**src/rtl/ifu_fetch.sv**
```systemverilog
// Instruction fetch unit: a single outstanding imem request,
// with a one-entry hold register toward IF/ID and redirect squashing.
module ifu_fetch #(
  parameter logic [63:0] RESET_PC = 64'h0000_0000_8000_0000,
  parameter logic [31:0] NOP_INST = 32'h0000_0013
) (
  input  logic        clock,
  input  logic        reset,
  input  logic        if_ready,
  output logic        pc_valid,
  output logic [63:0] IF_pc,
  output logic [31:0] IF_instr,
  input  logic        redirect_valid,
  input  logic [63:0] redirect_pc,
  output logic        imem_req,
  output logic [63:0] imem_addr,
  input  logic        imem_gnt,
  input  logic        imem_rvalid,
  input  logic [31:0] imem_rdata
);

  typedef enum logic [1:0] {
    S_IDLE,
    S_REQ,
    S_WAIT,
    S_HOLD
  } state_t;

  state_t      r_state;
  state_t      w_next;
  logic [63:0] r_fpc;
  logic        r_drop;
  logic        r_req;
  logic [63:0] r_pc;
  logic [31:0] r_instr;

  logic [63:0] w_tgt;
  logic        w_xfer;
  logic        w_capture;
  logic        w_release;

  assign w_tgt     = {redirect_pc[63:2], 2'b00};
  assign w_xfer    = (r_state == S_HOLD) && if_ready
                     && !redirect_valid;
  assign w_capture = (r_state == S_WAIT) && imem_rvalid
                     && !r_drop && !redirect_valid;
  assign w_release = (r_state == S_HOLD)
                     && (if_ready || redirect_valid);

  always_comb begin
    w_next = r_state;
    unique case (r_state)
      S_IDLE: w_next = S_REQ;
      S_REQ: begin
        if (imem_gnt) w_next = S_WAIT;
      end
      S_WAIT: begin
        if (imem_rvalid)
          w_next = (r_drop || redirect_valid) ? S_REQ : S_HOLD;
      end
      S_HOLD: begin
        if (w_release) w_next = S_REQ;
      end
    endcase
  end

  always_ff @(posedge clock or posedge reset) begin
    if (reset) begin
      r_state <= S_IDLE;
      r_fpc   <= RESET_PC;
      r_drop  <= 1'b0;
      r_req   <= 1'b0;
      r_pc    <= RESET_PC;
      r_instr <= NOP_INST;
    end else begin
      r_state <= w_next;
      r_req   <= (w_next == S_REQ);
      if (redirect_valid)
        r_fpc <= w_tgt;
      else if (w_xfer)
        r_fpc <= r_fpc + 64'd4;
      // a grant taken alongside a redirect fetched the old target
      if (r_state == S_REQ && imem_gnt)
        r_drop <= redirect_valid;
      else if (r_state == S_WAIT)
        r_drop <= imem_rvalid ? 1'b0 : (r_drop || redirect_valid);
      if (w_capture) begin
        r_pc    <= r_fpc;
        r_instr <= imem_rdata;
      end else if (w_release) begin
        r_instr <= NOP_INST;
      end
    end
  end

  assign pc_valid  = (r_state == S_HOLD) && !redirect_valid;
  assign IF_pc     = r_pc;
  assign IF_instr  = r_instr;
  assign imem_req  = r_req;
  assign imem_addr = r_fpc;

endmodule

```
**config.mk**
```make
export PLATFORM = sky130hd
export DESIGN_NAME = ifu_fetch
export DESIGN_NICKNAME = d
export VERILOG_FILES = /design/src/rtl/ifu_fetch.sv
export SDC_FILE = /design/constraint.sdc
export NUM_CORES = 1
export LEC_CHECK = 0
export CORE_UTILIZATION = 35
export CTS_CLUSTER_DIAMETER = 200
export DETAILED_ROUTE_END_ITERATION = 6
export GPL_TIMING_DRIVEN = 0
export PLACE_DENSITY = 0.72
export SLEW_MARGIN = 5
export SYNTH_ARGS = -nofsm -noshare
export SYNTH_HDL_FRONTEND = slang
export SYNTH_SLANG_ARGS = --single-unit
```
**constraint.sdc**
```tcl
create_clock -name clock -period 6.9 [get_ports clock]
set_input_delay 1.38 -clock clock [delete_from_list [all_inputs] [get_ports clock]]
set_output_delay 1.38 -clock clock [all_outputs]
set_load 0.05 [all_outputs]
```
==> summary.md, run 1 <==
| Metric | Value |
|---|---|
| Final setup fails | `0` |
| N_diodes | `0` |
| Comb pwr share | `0.449` |
| Net Sw Frac | `0.447` |
| Static Leak | `4.80 nW` |
| Final Max Slew Viols | `0` |
| CP cell instances | `clkbuf_1 -> inv_1 -> buf_6 -> and3_1 -> clkdlybuf4s50_1` |
| Reg power frac | `0.326` |
| Post-synthesis cell count | `about 870` |
| Clock power frac | `0.225` |
| Final core occ | `0.527` |
| Total I/O pin count | `264` |
| Die Wd | `149 um` |
| Max Buffers Root-to-Sink | `2` |
| Register area share after synthesis | `0.529` |
| Startpoint Class | `input pin` |
| F_max | `about 220 MHz` |
| Drt wl/cell | `~18 um` |
| Die Span Y | `roughly 150 um` |
| Routed wire length | `25600 um` |
| Core ar. | `~21000 um^2` |
| Met1 usage | `0.299` |
| Fillers | `slightly below 2000` |
| Clock period minus worst slack | `between 4 and 5 ns` |
| Status | `finished, final reports clean` |
| Post-Place Cells | `about 1400` |
| DRC | `0` |
| WP data required | `around 5.5 ns` |
| DR pass1 iterations | `4` |
| # nets final | `~1300` |
| Vias | `7391` |
| Hold_buf cts | `0` |
| Clock Skew | `around 0.0065 ns` |
| Synth cell types | `49` |
| Routability cong. | `about 0.86` |
| Syn_area_per_cell | `~8.7 um^2` |
| Synth async-reset ratio | `1.00` |
| Initial antenna violation count | `0` |
| Initial DRC Count | `about 420` |
| Buf/Inv on CP | `4` |
| GRT Util Overall | `0.235` |
| Gr ovfl total | `0` |
| Met3 Resource Use GR | `0.0572` |
| Post-synth EDFFs | `0` |
| FP Rows | `53` |
| Clock root cell | `clkbuf_16` |
| Rel. slew slack | `0.430` |
| Critical path capture point type | `output pin` |
| Post-CTS setup buffers | `0` |
| Crit path arrival time | `between 3 and 4 ns` |
| Die area | `about 22000 um^2` |
| Synthesized area | `about 7600 um^2` |
| Vias in the first global route | `7293` |
| Syn-to-layout area delta | `46.9%` |
| Largest net degree at the start of global routing | `108` |
| First-pass GRT wire length | `approximately 40000 um` |
| Pwr Density | `387 nW/um^2` |
| Num CTS Buffers | `17` |
| Max Cap Viol | `0` |
| Synth Flop Type | `dfrtp_1` |
| Port bufs | `approximately 260` |
| Worst skew pair latency | `between 0.4 and 0.5 ns` |
| Max rail drop VDD | `between 0.2 and 0.25 mV` |
| CP max FO | `10` |
| Hold Crit Class | `flip-flop to flip-flop` |
| GR peak layer | `met2` |
| Seq cells post-synth | `160` |
| Layout Cells excl Fill | `~1400` |
| Initial core utilization | `0.359` |
| CTS tree | `yes` |
| Final Cycle Share | `0.657` |
| Setup CP Type | `input pin to output pin` |
| Max incr delay on CP | `between 0.7 and 0.8 ns` |
| R2r setup slk | `between 3 and 4 ns` |
| Post-route ant nets | `0` |
| Layout cells sized above 1 | `0.0508` |
| YS warnings | `0` |
| CTS sink cnt | `between 150 and 200` |
| Sw power | `between 1.5 and 2 mW` |
| Fin. Hold Viols | `0` |
| CP max-delay cell | `clkdlybuf4s50_1` |
| Worst-margin pin slew | `approximately 0.85 ns` |
| RSZ-0062 raised after global routing | `no` |
| Register clock-pin slew on the reported worst setup and hold paths | `~0.070 ns` |
| Vias per cell | `~5.1` |
| Hpwl dp | `roughly 19000 um` |
| Number of gates resized after CTS | `0` |
| CP delay by family, top | `buffers and inverters` |
| Pint | `roughly 2.4 mW` |
| Routing usage on met2 | `0.398` |
| H-tree Lvls | `4` |
-- cells by family (layout without fill, tap and decap cells) --
group,after synthesis,in the layout,share of synthesized area
AOI/OAI and AO/OA,94,94,0.0775
and+or+nand+nor,496,496,0.295
muxes,4,4,0.00562
adders and majority gates,1,1,0.00165
other,1,4,0.000495
buffers and inverters,76,365,0.0473
xor gates and xnor gates,37,37,0.0428
DFF,160,160,0.529
-- state kept, by name, indices dropped and copies added, names as in the netlist --
register and cells:
imem_req 1, IF_pc 62, imem_addr 62, IF_instr 32, r_state 2, r_drop 1
-- layer usage --
layer,vias to the layer above,share of wire
met4,0,0.011
met2,269,0.49
met5,-,0
li1,3504,-
met3,28,0.080
met1,3590,0.42
-- cells in the mapped netlist (all sizes together), types with 6 or more instances --
cell type	n	share of area
xnor2	26	0.030
o31ai	14	0.014
o21ai	44	0.029
inv	14	0.0069
nand4	25	0.021
nor4	18	0.015
a31oi	17	0.014
dfrtp	155	0.51
xor2	11	0.013
nor3	13	0.0086
nand2	305	0.15
and3	6	0.0050
nand3	51	0.034
buf	18	0.016
nor2	34	0.017
or4	23	0.023
clkbuf	41	0.020
-- cells in the final DEF (no fill, tap or decap), drive strengths merged, types with 5 or more instances in the layout --
master         instances
a31oi                 17
and3                   6
and4                   5
buf                   19
clkbuf                59
clkdlybuf4s50        256
clkinv                 5
dfrtp                155
dfstp                  5
inv                   18
nand2                305
nand3                 51
nand4                 25
nor2                  34
nor2b                  5
nor3                  13
nor4                  18
o21ai                 44
o31ai                 14
or4                   23
xnor2                 26
xor2                  11
-- worst register-to-register path, delay by kind of cell (launching register included) --
kind / cells / cell delay, ns
DFF: 1 / 0.48
AOI/OAI and AO/OA: 2 / 0.47
buffers and inverters: 3 / 0.78
and+or+nand+nor: 3 / 1.26
-- final cells by class --
type	count	area (um^2)	share of cell area
Clock buffer	18	439	0.0395
Clock inverter	14	156	0.0141
Multi-Input combinational cell	636	3220	0.289
Buffer	62	305	0.0274
Sequential cell	160	4010	0.361
Timing Repair Buffer	257	2590	0.233
Tap cell	275	344	0.0309
Inverter	14	60.1	0.00540
-- power by group through the flow --
stage               logic, mW  registers [mW]  clock network, mW
finish                   1.94            1.40              0.969
global route             2.05            1.43               1.02
CTS                      1.95            1.40              0.988
detailed placement       1.95            1.41                  0
global placement         1.93            1.41                  0
floorplan               0.348            2.28                  0
-- worst paths after layout --
| kind | depth (start not counted) | endpoint | startpoint |
|---|---|---|---|
| worst max-delay path | 5 | pc_valid | redirect_valid |
| worst min-delay path | 2 | IF_pc[31] | IF_pc[31] |
| worst max register to register | 8 | imem_addr[44] | imem_addr[14] |
| worst min register to register | 2 | IF_pc[31] | IF_pc[31] |
| max in group asynchronous | 3 | IF_pc[31] | reset |
| min in group asynchronous | 2 | IF_pc[3] | reset |
-- metrics by stage --
step	worst slack [ns]	power [mW]	area (um^2)	setup TNS [ns]	hold slack, ns
floorplan	1.21	2.63	7580	0	0.551
global placement	-1.20	3.33	10500	-184.09	0.449
detailed placement	2.30	3.36	10500	0	0.464
CTS	2.30	4.34	11100	0	0.474
global route	2.25	4.51	11100	0	0.495
finish	2.36	4.31	11100	0	0.470
No activity file was read; power rests on OpenSTA's default activity.
==> run 2: changes to the inputs <==
--- a/config.mk
+++ b/config.mk
@@ -9,7 +9,7 @@
 export CTS_CLUSTER_DIAMETER = 200
 export DETAILED_ROUTE_END_ITERATION = 6
 export GPL_TIMING_DRIVEN = 0
-export PLACE_DENSITY = 0.72
+export PLACE_DENSITY = 0.74
 export SLEW_MARGIN = 5
 export SYNTH_ARGS = -nofsm -noshare
 export SYNTH_HDL_FRONTEND = slang
==> constraint.sdc (replaced) <==
create_clock -name clock -period 3.75 [get_ports clock]
set_input_delay 0.75 -clock clock [delete_from_list [all_inputs] [get_ports clock]]
set_output_delay 0.75 -clock clock [all_outputs]
set_load 0.05 [all_outputs]
==> run 2 against run 1 <==
  * Clock power grew 100%
  * Non-clock buffer count up 3
  * Combinational power increased by 85%
  * Flip-flop and latch count stayed put
  * Design area increased by 1.0%
  * Register-to-register slack lost 3.1 ns
  * Core utilization increased by 0.53 points
  * Worst hold slack worse by 0.0083 ns
  * Count of clock-buffer cells in the layout decreased by 1
  * First-iteration DRC count up 12%
  * Via count about the same
  * Global-route usage down 0.31 points
  * Critical endpoint unchanged
  * Largest cell class unchanged
  * Largest power group unchanged
  * Highest routed layer unchanged
==> summary.md, run 2 (synthesis results as in run 1) <==
| Metric | Value |
|---|---|
| Status | `finished, final reports clean` |
| Routability cong. | `~0.86` |
| # nets final | `1254` |
| Pint | `4.57 mW` |
| CTS sink cnt | `160` |
| Startpoint Class | `input pin` |
| Crit path arrival time | `approximately 2.5 ns` |
| FP Rows | `53` |
| Sw power | `approximately 3.5 mW` |
| Gr ovfl total | `0` |
| Reg power frac | `0.317` |
| Worst-margin pin slew | `between 0.9 and 1 ns` |
| CTS tree | `yes` |
| Hold Crit Class | `flip-flop to flip-flop` |
| Register clock-pin slew on the reported worst setup and hold paths | `approximately 0.070 ns` |
| Clock period minus worst slack | `around 3.2 ns` |
| Critical path capture point type | `output pin` |
| Layout cells sized above 1 | `0.0533` |
| Clock Skew | `0.00865 ns` |
| Core ar. | `between 20000 and 25000 um^2` |
| Commonest cells after routing, fill and taps aside | `nand2_1 (305), clkdlybuf4s50_1 (256), dfrtp_1 (155), nand3_1 (51), o21ai_0 (44)` |
| Drt wl/cell | `around 18 um` |
| Worst skew pair latency | `approximately 0.42 ns` |
| Static Leak | `around 4.8 nW` |
| Initial DRC Count | `around 480` |
| Most common library cell in the layout ignoring fill and taps | `nand2_1` |
| Largest net degree at the start of global routing | `~40` |
| Layout Cells excl Fill | `~1400` |
| Fin. Hold Viols | `0` |
| Syn-to-layout area delta | `48.3%` |
| Comb pwr share | `0.441` |
| H-tree Lvls | `4` |
| Hold_buf cts | `0` |
| Die Span Y | `149 um` |
| Setup_tns | `0 ns` |
| Net Sw Frac | `0.437` |
| Pwr Density | `722 nW/um^2` |
| GRT Util Overall | `0.232` |
| Initial antenna violation count | `2` |
| Num CTS Buffers | `17` |
| CP max FO | `10` |
| Routed wire length | `25500 um` |
| Final WS setup | `roughly 0.55 ns` |
| DR pass1 iterations | `5` |
| WP data required | `about 3.0 ns` |
| Max Cap Viol | `0` |
| Clock power frac | `0.242` |
| DRC | `0` |
| Die area | `22200 um^2` |
| Initial core utilization | `0.359` |
| Die Wd | `~150 um` |
| Post-Place Cells | `1407` |
| Vias | `7392` |
| Final Cycle Share | `0.854` |
| RSZ-0062 raised after global routing | `no` |
| Number of gates resized after CTS | `0` |
| Fillers | `a little under 2000` |
| Max Buffers Root-to-Sink | `2` |
| Final Max Slew Viols | `0` |
| Total I/O pin count | `between 200 and 300` |
| Port bufs | `256` |
| Hpwl dp | `roughly 19000 um` |
| R2r setup slk | `just over 0.7 ns` |
| Vias per cell | `5.13` |
| Post-route ant nets | `0` |
| Post-CTS setup buffers | `0` |
| Final setup fails | `0` |
| Rel. slew slack | `0.337` |
| Vias in the first global route | `approximately 7000` |
| First-pass GRT wire length | `39600 um` |
| F_max | `~310 MHz` |
| Place WS | `between 0.2 and 0.3 ns` |
| Max rail drop VDD | `around 0.50 mV` |
| Setup CP Type | `input pin to output pin` |
| Clock root cell | `clkbuf_16` |
## run 2: cell types whose count changed in the layout (fill, tap and decap cells not counted), sizes merged
cell,before,now
bufinv,2,5
clkbuf,59,58
buf,19,22
inv,18,17
clkinvlp,3,6
diode,0,1
clkinv,5,1
## run 2: layout make-up
class                           count  area [um^2]  share of cell area
Tap cell                          275          344              0.0306
Inverter                           14         56.3             0.00501
Buffer                             62          305              0.0272
Clock buffer                       17          425              0.0379
Timing Repair Buffer              260         2640               0.235
Sequential cell                   160         4010               0.357
Clock inverter                     15          230              0.0205
Antenna cell                        1         2.50            0.000223
Multi-Input combinational cell    636         3220               0.286
## run 2: final timing paths
path,from,endpoint,depth (start not counted)
min in group asynchronous,reset,IF_instr[27],2
max in group asynchronous,reset,imem_addr[31],4
worst max-delay path,redirect_valid,pc_valid,5
worst min-delay path,IF_pc[31],IF_pc[31],2
worst max register to register,imem_addr[14],imem_addr[48],8
worst min register to register,IF_pc[31],IF_pc[31],2
## run 2: metrics by stage
stage	hold WS [ns]	utilization	area (um^2)	power (mW)
after floorplan	0.551	-	7590	4.84
after global placement	0.447	0.498	10500	6.12
after detailed placement	0.454	0.501	10600	6.19
after CTS	0.466	0.533	11200	8.17
after global routing	0.491	0.533	11200	8.47
final	0.462	0.533	11200	8.11
## run 2: power groups by stage
stage / combinational, mW / sequential, mW / clock, mW
5_1_grt: 3.77 / 2.63 / 2.07
3_5_place_dp: 3.59 / 2.59 / 0
6_report: 3.58 / 2.57 / 1.96
4_1_cts: 3.60 / 2.57 / 2.00
2_1_floorplan: 0.640 / 4.20 / 0
3_3_place_gp: 3.55 / 2.57 / 0
## run 2: routing by layer
metal | vias up | GRT usage | share of wire
li1 | 3513 | - | -
met1 | 3565 | 0.308 | 0.44
met2 | 282 | 0.375 | 0.48
met3 | 32 | 0.0477 | 0.066
met4 | 0 | 0.0821 | 0.019
met5 | - | 0 | 0
## run 2: worst max-delay path: stages
cell and delay [ns]:
clkbuf_1 0.47, inv_1 0.15, buf_6 0.19, and3_1 0.18, clkdlybuf4s50_1 0.71
==> run 3: changes to the inputs <==
--- a/config.mk
+++ b/config.mk
@@ -14,3 +14,4 @@
 export SYNTH_ARGS = -nofsm -noshare
 export SYNTH_HDL_FRONTEND = slang
 export SYNTH_SLANG_ARGS = --single-unit
+export TNS_END_PERCENT = 50
==> results of run 3 <==
The final DEF is identical to that of run 2; final timing and power are the same.
